**config.mk**
```make
export PLATFORM = sky130hd
export DESIGN_NAME = pattern_sequencer
export DESIGN_NICKNAME = d
export VERILOG_FILES = /design/src/rtl/pattern_pkg.sv /design/src/rtl/pattern_rom.sv /design/src/rtl/pattern_sequencer.sv
export SDC_FILE = /design/constraint.sdc
export NUM_CORES = 1
export LEC_CHECK = 0
export ABC_CLOCK_PERIOD_IN_PS = 2850
export BUFFER_PORTS_ARGS = -buffer_cell sky130_fd_sc_hd__buf_4
export CAP_MARGIN = 20
export CORE_ASPECT_RATIO = 1.1
export CORE_MARGIN = 8
export CORE_UTILIZATION = 54
export DETAILED_ROUTE_END_ITERATION = 16
export GPL_ROUTABILITY_DRIVEN = 0
export PLACE_DENSITY_LB_ADDON = 0.2
export SYNTH_ARGS = -nofsm -noshare
export SYNTH_HDL_FRONTEND = slang
export SYNTH_SLANG_ARGS = --single-unit
```
**constraint.sdc**
```tcl
create_clock -name CLK -period 2.85 [get_ports CLK]
set_clock_uncertainty 0.05 [all_clocks]
set_input_delay 0.57 -clock CLK [delete_from_list [all_inputs] [get_ports CLK]]
set_output_delay 0.57 -clock CLK [all_outputs]
set_load 0.005 [all_outputs]
```
**src/rtl/pattern_pkg.sv**
```systemverilog
// rtl/pattern_pkg.sv - shared types, constants and ROM contents for the pattern sequencer
package pattern_pkg;

   typedef enum logic [1:0] {
      ST_IDLE  = 2'd0,
      ST_RUN   = 2'd1,
      ST_PAUSE = 2'd2,
      ST_FIN   = 2'd3
   } state_t;

   localparam logic [3:0] BCD_MAX = 4'd9;

   // Addresses whose ROM word carries a one-hot bit at its own position.
   localparam logic [15:0] ROM_SET = 16'b0001_1100_0011_1111;

   // ROM word a: one-hot bit a when a is in the set, else all zeros.
   function automatic logic [15:0] rom_word(input logic [3:0] a);
      rom_word = ROM_SET[a] ? (16'd1 << a) : 16'd0;
   endfunction

   // BCD digit increment; 9 wraps to 0 with no carry out.
   function automatic logic [3:0] bcd_inc(input logic [3:0] d);
      bcd_inc = (d >= BCD_MAX) ? 4'd0 : d + 4'd1;
   endfunction

endpackage

```
**src/rtl/pattern_rom.sv**
```systemverilog
// rtl/pattern_rom.sv - combinational 16x16 pattern ROM with self-indexed bit select
module pattern_rom
   import pattern_pkg::*;
(
   input  logic [3:0] A,
   output logic       B
);

   logic [15:0] word;

   // Fetch word A and pick its bit A.
   always_comb begin
      word = rom_word(A);
      B    = word[A];
   end

endmodule

```
**src/rtl/pattern_sequencer.sv**
```systemverilog
// rtl/pattern_sequencer.sv - start/done sequencer driving the BCD-addressed pattern ROM
module pattern_sequencer
   import pattern_pkg::*;
#(
   parameter logic [3:0] FIRST = 4'd0,
   parameter logic [3:0] LAST  = 4'd9
)(
   input  logic       CLK,
   input  logic       RST_N,
   input  logic       START,
   input  logic       MODE,
   input  logic       HOLD,
   input  logic       STOP,
   output logic       BUSY,
   output logic       DONE,
   output logic       VALID,
   output logic [3:0] ADDR,
   output logic       OUT,
   output logic [3:0] PASSES
);

   generate
      if (LAST > BCD_MAX || FIRST > LAST) begin : g_bad_params
         $error("pattern_sequencer: need FIRST <= LAST <= 9");
      end
   endgenerate

   state_t state;
   logic   mode_q;
   logic   rom_bit;

   pattern_rom u_rom (
      .A (ADDR),
      .B (rom_bit)
   );

   // OUT follows the registered address with no added latency.
   assign OUT = VALID & rom_bit;

   // Sequencer FSM with BCD address counter and saturating pass counter.
   always_ff @(posedge CLK or negedge RST_N) begin
      if (!RST_N) begin
         state  <= ST_IDLE;
         mode_q <= 1'b0;
         ADDR   <= FIRST;
         BUSY   <= 1'b0;
         DONE   <= 1'b0;
         VALID  <= 1'b0;
         PASSES <= 4'd0;
      end else begin
         DONE <= 1'b0;
         case (state)
            ST_IDLE: begin
               ADDR  <= FIRST;
               VALID <= 1'b0;
               BUSY  <= 1'b0;
               if (START) begin
                  state  <= ST_RUN;
                  mode_q <= MODE;
                  PASSES <= 4'd0;
                  VALID  <= 1'b1;
                  BUSY   <= 1'b1;
               end
            end
            ST_RUN: begin
               if (STOP) begin
                  state <= ST_IDLE;
                  ADDR  <= FIRST;
                  VALID <= 1'b0;
                  BUSY  <= 1'b0;
               end else if (HOLD) begin
                  state <= ST_PAUSE;
                  VALID <= 1'b0;
               end else if (ADDR != LAST) begin
                  ADDR <= bcd_inc(ADDR);
               end else if (mode_q) begin
                  ADDR <= FIRST;
                  if (PASSES != BCD_MAX) PASSES <= bcd_inc(PASSES);
               end else begin
                  state <= ST_FIN;
                  ADDR  <= FIRST;
                  VALID <= 1'b0;
                  BUSY  <= 1'b0;
                  DONE  <= 1'b1;
               end
            end
            ST_PAUSE: begin
               if (STOP) begin
                  state <= ST_IDLE;
                  ADDR  <= FIRST;
                  BUSY  <= 1'b0;
               end else if (!HOLD) begin
                  state <= ST_RUN;
                  VALID <= 1'b1;
               end
            end
            default: begin
               state <= ST_IDLE;
               ADDR  <= FIRST;
            end
         endcase
      end
   end

endmodule
```
==> metrics.yaml, run 1 <==
yosys:
  ys_warn_count: 0
  syn_inst: 106
  synth_fp_nets: 126
  yosysSeqAreaShare_pct: 34.7
  synth_edf_count: 0
  yosys_most_used_dff: "dfrtp_1"
  synth_commonest_cells: "14 x dfrtp_1, 14 x ha_1, 11 x inv_1"
  ys_ff_latch: 14
  avgSynthCellArea_um2: 9.53
  netlist.area_leader.share_pct: 34.7
  yosysUniqueCellTypes: 36
  async_reset_ff_share_pct: 100
  synth_area_leaders: "dfrtp_1 35%, ha_1 17%, mux2_2 6.7%, inv_1 4.1%, nor2_1 3.3%"
  synth_area_leader_cell: "dfrtp_1"
  synth_area_mm2: 0.00101
critical_path:
  crit_top_cell: "ha_1"
  cp.arrival_ns: 1.99
  crit_slowest_cell: "dfrtp_1"
  cp-start-kind: "flop"
  r2r_cells: 6
  critPathMaxStageDelay_ns: 0.49
  path_cells: "ha_1 -> ha_1 -> mux2_2 -> nand4_1 -> o311ai_0 -> o311a_1 -> buf_4"
  r2r_start: "ADDR[1]$_DFFE_PN0P_"
  r2r-end: "ADDR[3]$_DFFE_PN0P_"
  cp_top_family: "flip-flops"
  path_class: "reg -> out"
  required_ns: 2.23
  rrSetupSlack_ns: 0.61
  cp-end-kind: "output port"
  path_max_fanout: 10
  path_buf_inv: 1
power:
  combinationalPowerShare_pct: 45.6
  pwr-share-seq_pct: 38.0
  power_density_mw_per_mm2: 610
  switchingPower_w: 0.000269
  irDropWorstVdd_v: 0.000357
  power.internal_w: 0.000447
  cellLeakagePower_nw: 0.564
  sw_frac_of_total_pct: 37.5
  clkPwrFrac_pct: 16.4
detailed_routing:
  drt_pass1_iterations: 4
  via_per_inst: 5.90
  ant_nets: 0
  wl_um: 2160
  vias: 838
  drt-initial-drc-count: 23
  drcViolationCount: 0
  wl_per_cell_um: 15.2
cells_and_area:
  final_cells: 142
  nNetsFinal: 146
  drive_above_1_share_pct: 23.4
  syn_to_final_growth_pct: 16.2
  antenna_cells: 0
clock_tree:
  tritoncts: "built"
  cts_buffers: 3
  clk_path_buf_depth: 2
  cts.clk_slew.worst_paths_ns: 0.09
  cts_sinks: 14
  root_buffer: "clkbuf_4"
  h-tree-depth: 1
  postCtsHoldBufs: 0
  worstSkewPairLatency_ns: 0.28
  cts.repair.resized: 0
  post_cts_buffers: 0
floorplan:
  rows: 16
  floorplan.initialDensity_pct: 56.7
  die_area_mm2: 0.00351
  coreArea_mm2: 0.00178
  chipWidth_um: 57.2
  die_h_um: 61.4
  io_pins: 18
place:
  io_buffers: 17
  dp_hpwl_um: 1670
  placedCellCount: 139
timing:
  rsz0062_at_grt: "false"
  finalCritPeriodShare_pct: 91.4
  period_needed_ns: 2.61
  finalHoldViolCount: 0
  drv_slew: 0
  tightest_slew_ns: 0.382
  slew_headroom_pct: 73.8
  hold_slack_ns: 0.0698
  setup_viol: 0
  final.setup.tns_ns: 0
  max_freq_mhz: 384
global_routing:
  grt_overflow_total: 0
  antenna_found_initial: 0
  grtUsageTotal_pct: 13.6
  grt_pass1_wl_um: 3710
  grt_pass1_vias: 867
  grt_start_max_net_pins: 15
min_path:
  hp-class: "in -> async"
outcome:
  status: "finished, final reports clean"
run:
  timing.max_cap.violations: 0
[power groups by stage]
stage	Clock (W)	Combinational [W]	Sequential [W]
finish	0.000117	0.000327	0.000272
global route	0.000126	0.000367	0.000280
floorplan	0	0.000238	0.000264
detailed placement	0	0.000326	0.000278
CTS	0.000122	0.000332	0.000272
global placement	0	0.000318	0.000273
[how the worst max path moves through the flow]
stage                              from   to  cells past startpoint
floorplan           ADDR[0]$_DFFE_PN0P_  OUT                      7
global placement    ADDR[0]$_DFFE_PN0P_  OUT                      7
detailed placement  ADDR[0]$_DFFE_PN0P_  OUT                      7
CTS                 ADDR[0]$_DFFE_PN0P_  OUT                      7
global route        ADDR[0]$_DFFE_PN0P_  OUT                      7
finish              ADDR[0]$_DFFE_PN0P_  OUT                      7
[cells by family after synthesis]
logic type	Yosys count	share of synthesized area, %
flops	14	34.7
mux	7	7.68
buf+inv	13	4.96
simple gates	33	18.1
fa+ha+maj	14	17.3
compound gates	25	17.2
[placed cells by master (no fill, tap or decap), types with 2 or more instances in the layout]
cell type and n:
a21oi_1 6, a22o_1 2, buf_4 17, clkbuf_4 3
dfrtp_1 14, ha_1 14, inv_1 11, mux2_2 6
nand2_1 5, nand2b_1 2, nand3_1 2, nor2_1 9
nor2b_1 3, nor3_1 2, o21ai_0 6, or2b_1 2
[routing by layer]
metal / share of wire, % / track usage, %
met2: 52 / 25.4
met5: 0 / 0
met4: 1.3 / 6.43
met3: 4.6 / 3.55
met1: 42 / 14.1
[area by class of cell]
type | instances | area (µm²)
clock buffer | 3 | 22.5
inverter | 11 | 41.3
timing repair buffer | 17 | 128
multi-input combinational | 79 | 609
fill | 151 | 608
sequential | 14 | 350
tap | 18 | 22.5
[metrics by stage]
stage / setup WS (ns) / total power (W) / utilization (%) / instance area [µm²]
global placement: 0.599 / 0.000591 / 64.6 / 1150
floorplan: 0.683 / 0.000502 / - / 1010
finish: 0.244 / 0.000716 / 65.9 / 1170
CTS: 0.229 / 0.000726 / 65.9 / 1170
detailed placement: 0.550 / 0.000604 / 64.6 / 1150
global route: 0.119 / 0.000773 / 65.9 / 1170
[flip-flops by register name, summed over array words and instances (netlist names)]
register and cells:
BUSY 1, VALID 1, ADDR 4, PASSES 4
mode_q 1, DONE 1, state 2
No activity file was read; power rests on OpenSTA's default activity.
==> run 2: changes to the inputs <==
--- a/config.mk
+++ b/config.mk
@@ -5,7 +5,7 @@
 export SDC_FILE = /design/constraint.sdc
 export NUM_CORES = 1
 export LEC_CHECK = 0
-export ABC_CLOCK_PERIOD_IN_PS = 2850
+export ABC_CLOCK_PERIOD_IN_PS = 2800
 export BUFFER_PORTS_ARGS = -buffer_cell sky130_fd_sc_hd__buf_4
 export CAP_MARGIN = 20
 export CORE_ASPECT_RATIO = 1.1
==> constraint.sdc (replaced) <==
create_clock -name CLK -period 2.8 [get_ports CLK]
set_clock_uncertainty 0.05 [all_clocks]
set_input_delay 0.56 -clock CLK [delete_from_list [all_inputs] [get_ports CLK]]
set_output_delay 0.56 -clock CLK [all_outputs]
set_load 0.005 [all_outputs]
==> metrics.yaml, run 2 (synthesized netlist as in run 1, its figures left out) <==
outcome:
  status: "finished, final reports clean"
clock_tree:
  clk_path_buf_depth: 2  # unchanged
  post_cts_buffers: 0  # unchanged
  cts_buffers: 3  # unchanged
  cts.repair.resized: 0  # unchanged
  worstSkewPairLatency_ns: 0.29  # about the same
  cts_sinks: 14  # unchanged
  tritoncts: "built"
  postCtsHoldBufs: 0  # unchanged
  h-tree-depth: 1  # unchanged
  root_buffer: "clkbuf_4"
  cts.clk_slew.worst_paths_ns: 0.09  # about the same
timing:
  setup_viol: 0  # unchanged
  slew_headroom_pct: 76.3  # +2.4 points
  finalCritPeriodShare_pct: 94.1
  drv_slew: 0  # unchanged
  period_needed_ns: 2.64
  tightest_slew_ns: 0.347  # -0.0353 ns
  max_freq_mhz: 379
  finalHoldViolCount: 0  # unchanged
  final.setup.tns_ns: 0  # unchanged
  rsz0062_at_grt: "false"
place:
  placed_area_mm2: 0.00115  # unchanged
  placedCellCount: 139  # unchanged
  io_buffers: 17  # unchanged
  dp_hpwl_um: 1630  # -2.4%
cells_and_area:
  reg.largest.list: "ADDR: 4 flops, PASSES: 4 flops, state: 2 flops"
  drive_above_1_share_pct: 23.4  # unchanged
  final_cells: 142  # unchanged
  final_common_cell: "buf_4"
  final_cell_mix: "17 x buf_4, 14 x dfrtp_1, 14 x ha_1, 11 x inv_1, 9 x nor2_1"
  antenna_cells: 0  # unchanged
  design_area_mm2: 0.00117  # unchanged
  fill_cells: 159  # +5.3%
  nNetsFinal: 146  # unchanged
  syn_to_final_growth_pct: 16.2  # unchanged
critical_path:
  crit_slowest_cell: "dfrtp_1"
  path_buf_inv: 1  # unchanged
  path_max_fanout: 10  # unchanged
  path_class: "reg -> out"
  rrSetupSlack_ns: 0.57  # -0.04 ns
  path_cells: "ha_1 -> ha_1 -> mux2_2 -> nand4_1 -> o311ai_0 -> o311a_1 -> buf_4"
  cp-start-kind: "flop"
  cp.arrival_ns: 2.03  # +0.04 ns
  crit_top_cell: "ha_1"
  cp-end-kind: "output port"
  required_ns: 2.19  # -0.04 ns
  critPathMaxStageDelay_ns: 0.50  # about the same
  cp_top_family: "flip-flops"
min_path:
  hp-class: "in -> async"
floorplan:
  coreArea_mm2: 0.00178  # unchanged
  die_area_mm2: 0.00351  # unchanged
  chipWidth_um: 57.2  # unchanged
  io_pins: 18  # unchanged
  floorplan.initialDensity_pct: 56.7  # unchanged
  die_h_um: 61.4  # unchanged
  rows: 16  # unchanged
global_routing:
  grt_start_max_net_pins: 15  # unchanged
  grtUsageTotal_pct: 13.3  # -0.31 points
  grt_pass1_vias: 841  # -3.0%
  antenna_found_initial: 0  # unchanged
  grt_pass1_wl_um: 3580  # -3.3%
  grt_overflow_total: 0  # unchanged
detailed_routing:
  drcViolationCount: 0  # unchanged
  drt-initial-drc-count: 19  # -17%
  wl_per_cell_um: 15.0  # -1.3%
  vias: 847  # +1.1%
  wl_um: 2130  # -1.3%
  via_per_inst: 5.96  # +1.1%
  drt_pass1_iterations: 4  # unchanged
  ant_nets: 0  # unchanged
power:
  cellLeakagePower_nw: 0.564  # unchanged
  power_w: 0.000726  # +1.5%
  power_density_mw_per_mm2: 619  # +1.5%
  irDropWorstVdd_v: 0.000413  # +16%
run:
  timing.max_cap.violations: 0  # unchanged
-- run 2: cell counts in the layout (fill, tap and decap cells not counted) --
Identical to the previous run, type by type.
-- run 2: cell type report --
cell class,count,area (µm²),area share (%)
well taps,18,22.5,1.92
inverters,11,41.3,3.52
multi-input cells,79,609,51.9
flip-flops and latches,14,350,29.9
repair buffers,17,128,10.9
clock buffers,3,22.5,1.92
-- run 2: worst paths after layout --
check | from | end | cells past startpoint
hold / removal | RST_N | PASSES[2]$_DFFE_PN0P_ | 1
setup / recovery | ADDR[0]$_DFFE_PN0P_ | OUT | 7
hold reg to reg | BUSY$_DFFE_PN0P_ | BUSY$_DFFE_PN0P_ | 1
min in group CLK | MODE | mode_q$_DFFE_PN0P_ | 2
max in group asynchronous | RST_N | ADDR[1]$_DFFE_PN0P_ | 1
setup reg to reg | ADDR[1]$_DFFE_PN0P_ | ADDR[3]$_DFFE_PN0P_ | 6
-- run 2: per-stage QoR --
step	utilization (%)	hold slack [ns]	setup slack (ns)
2_1_floorplan	-	0.214	0.643
6_report	65.9	0.0556	0.164
3_3_place_gp	64.6	0.370	0.558
3_5_place_dp	64.6	0.373	0.472
5_1_grt	65.9	0.0561	0.0489
4_1_cts	65.9	0.0525	0.137
-- run 2: routing by layer --
| metal | global-route usage (%) | vias up | wire length, µm |
|---|---|---|---|
| met5 | 0 | - | 0 |
| met4 | 7.50 | 0 | 48 |
| met3 | 3.13 | 5 | 96 |
| met2 | 25.3 | 18 | 1090 |
| met1 | 13.3 | 411 | 896 |
| li1 | - | 413 | - |
-- run 2: power breakdown --
part	total (W)	internal (W)	switching, W
clock network	0.000119	0.0000501	0.0000693
logic	0.000330	0.000166	0.000164
registers	0.000277	0.000239	0.0000378
total	0.000726	0.000455	0.000271
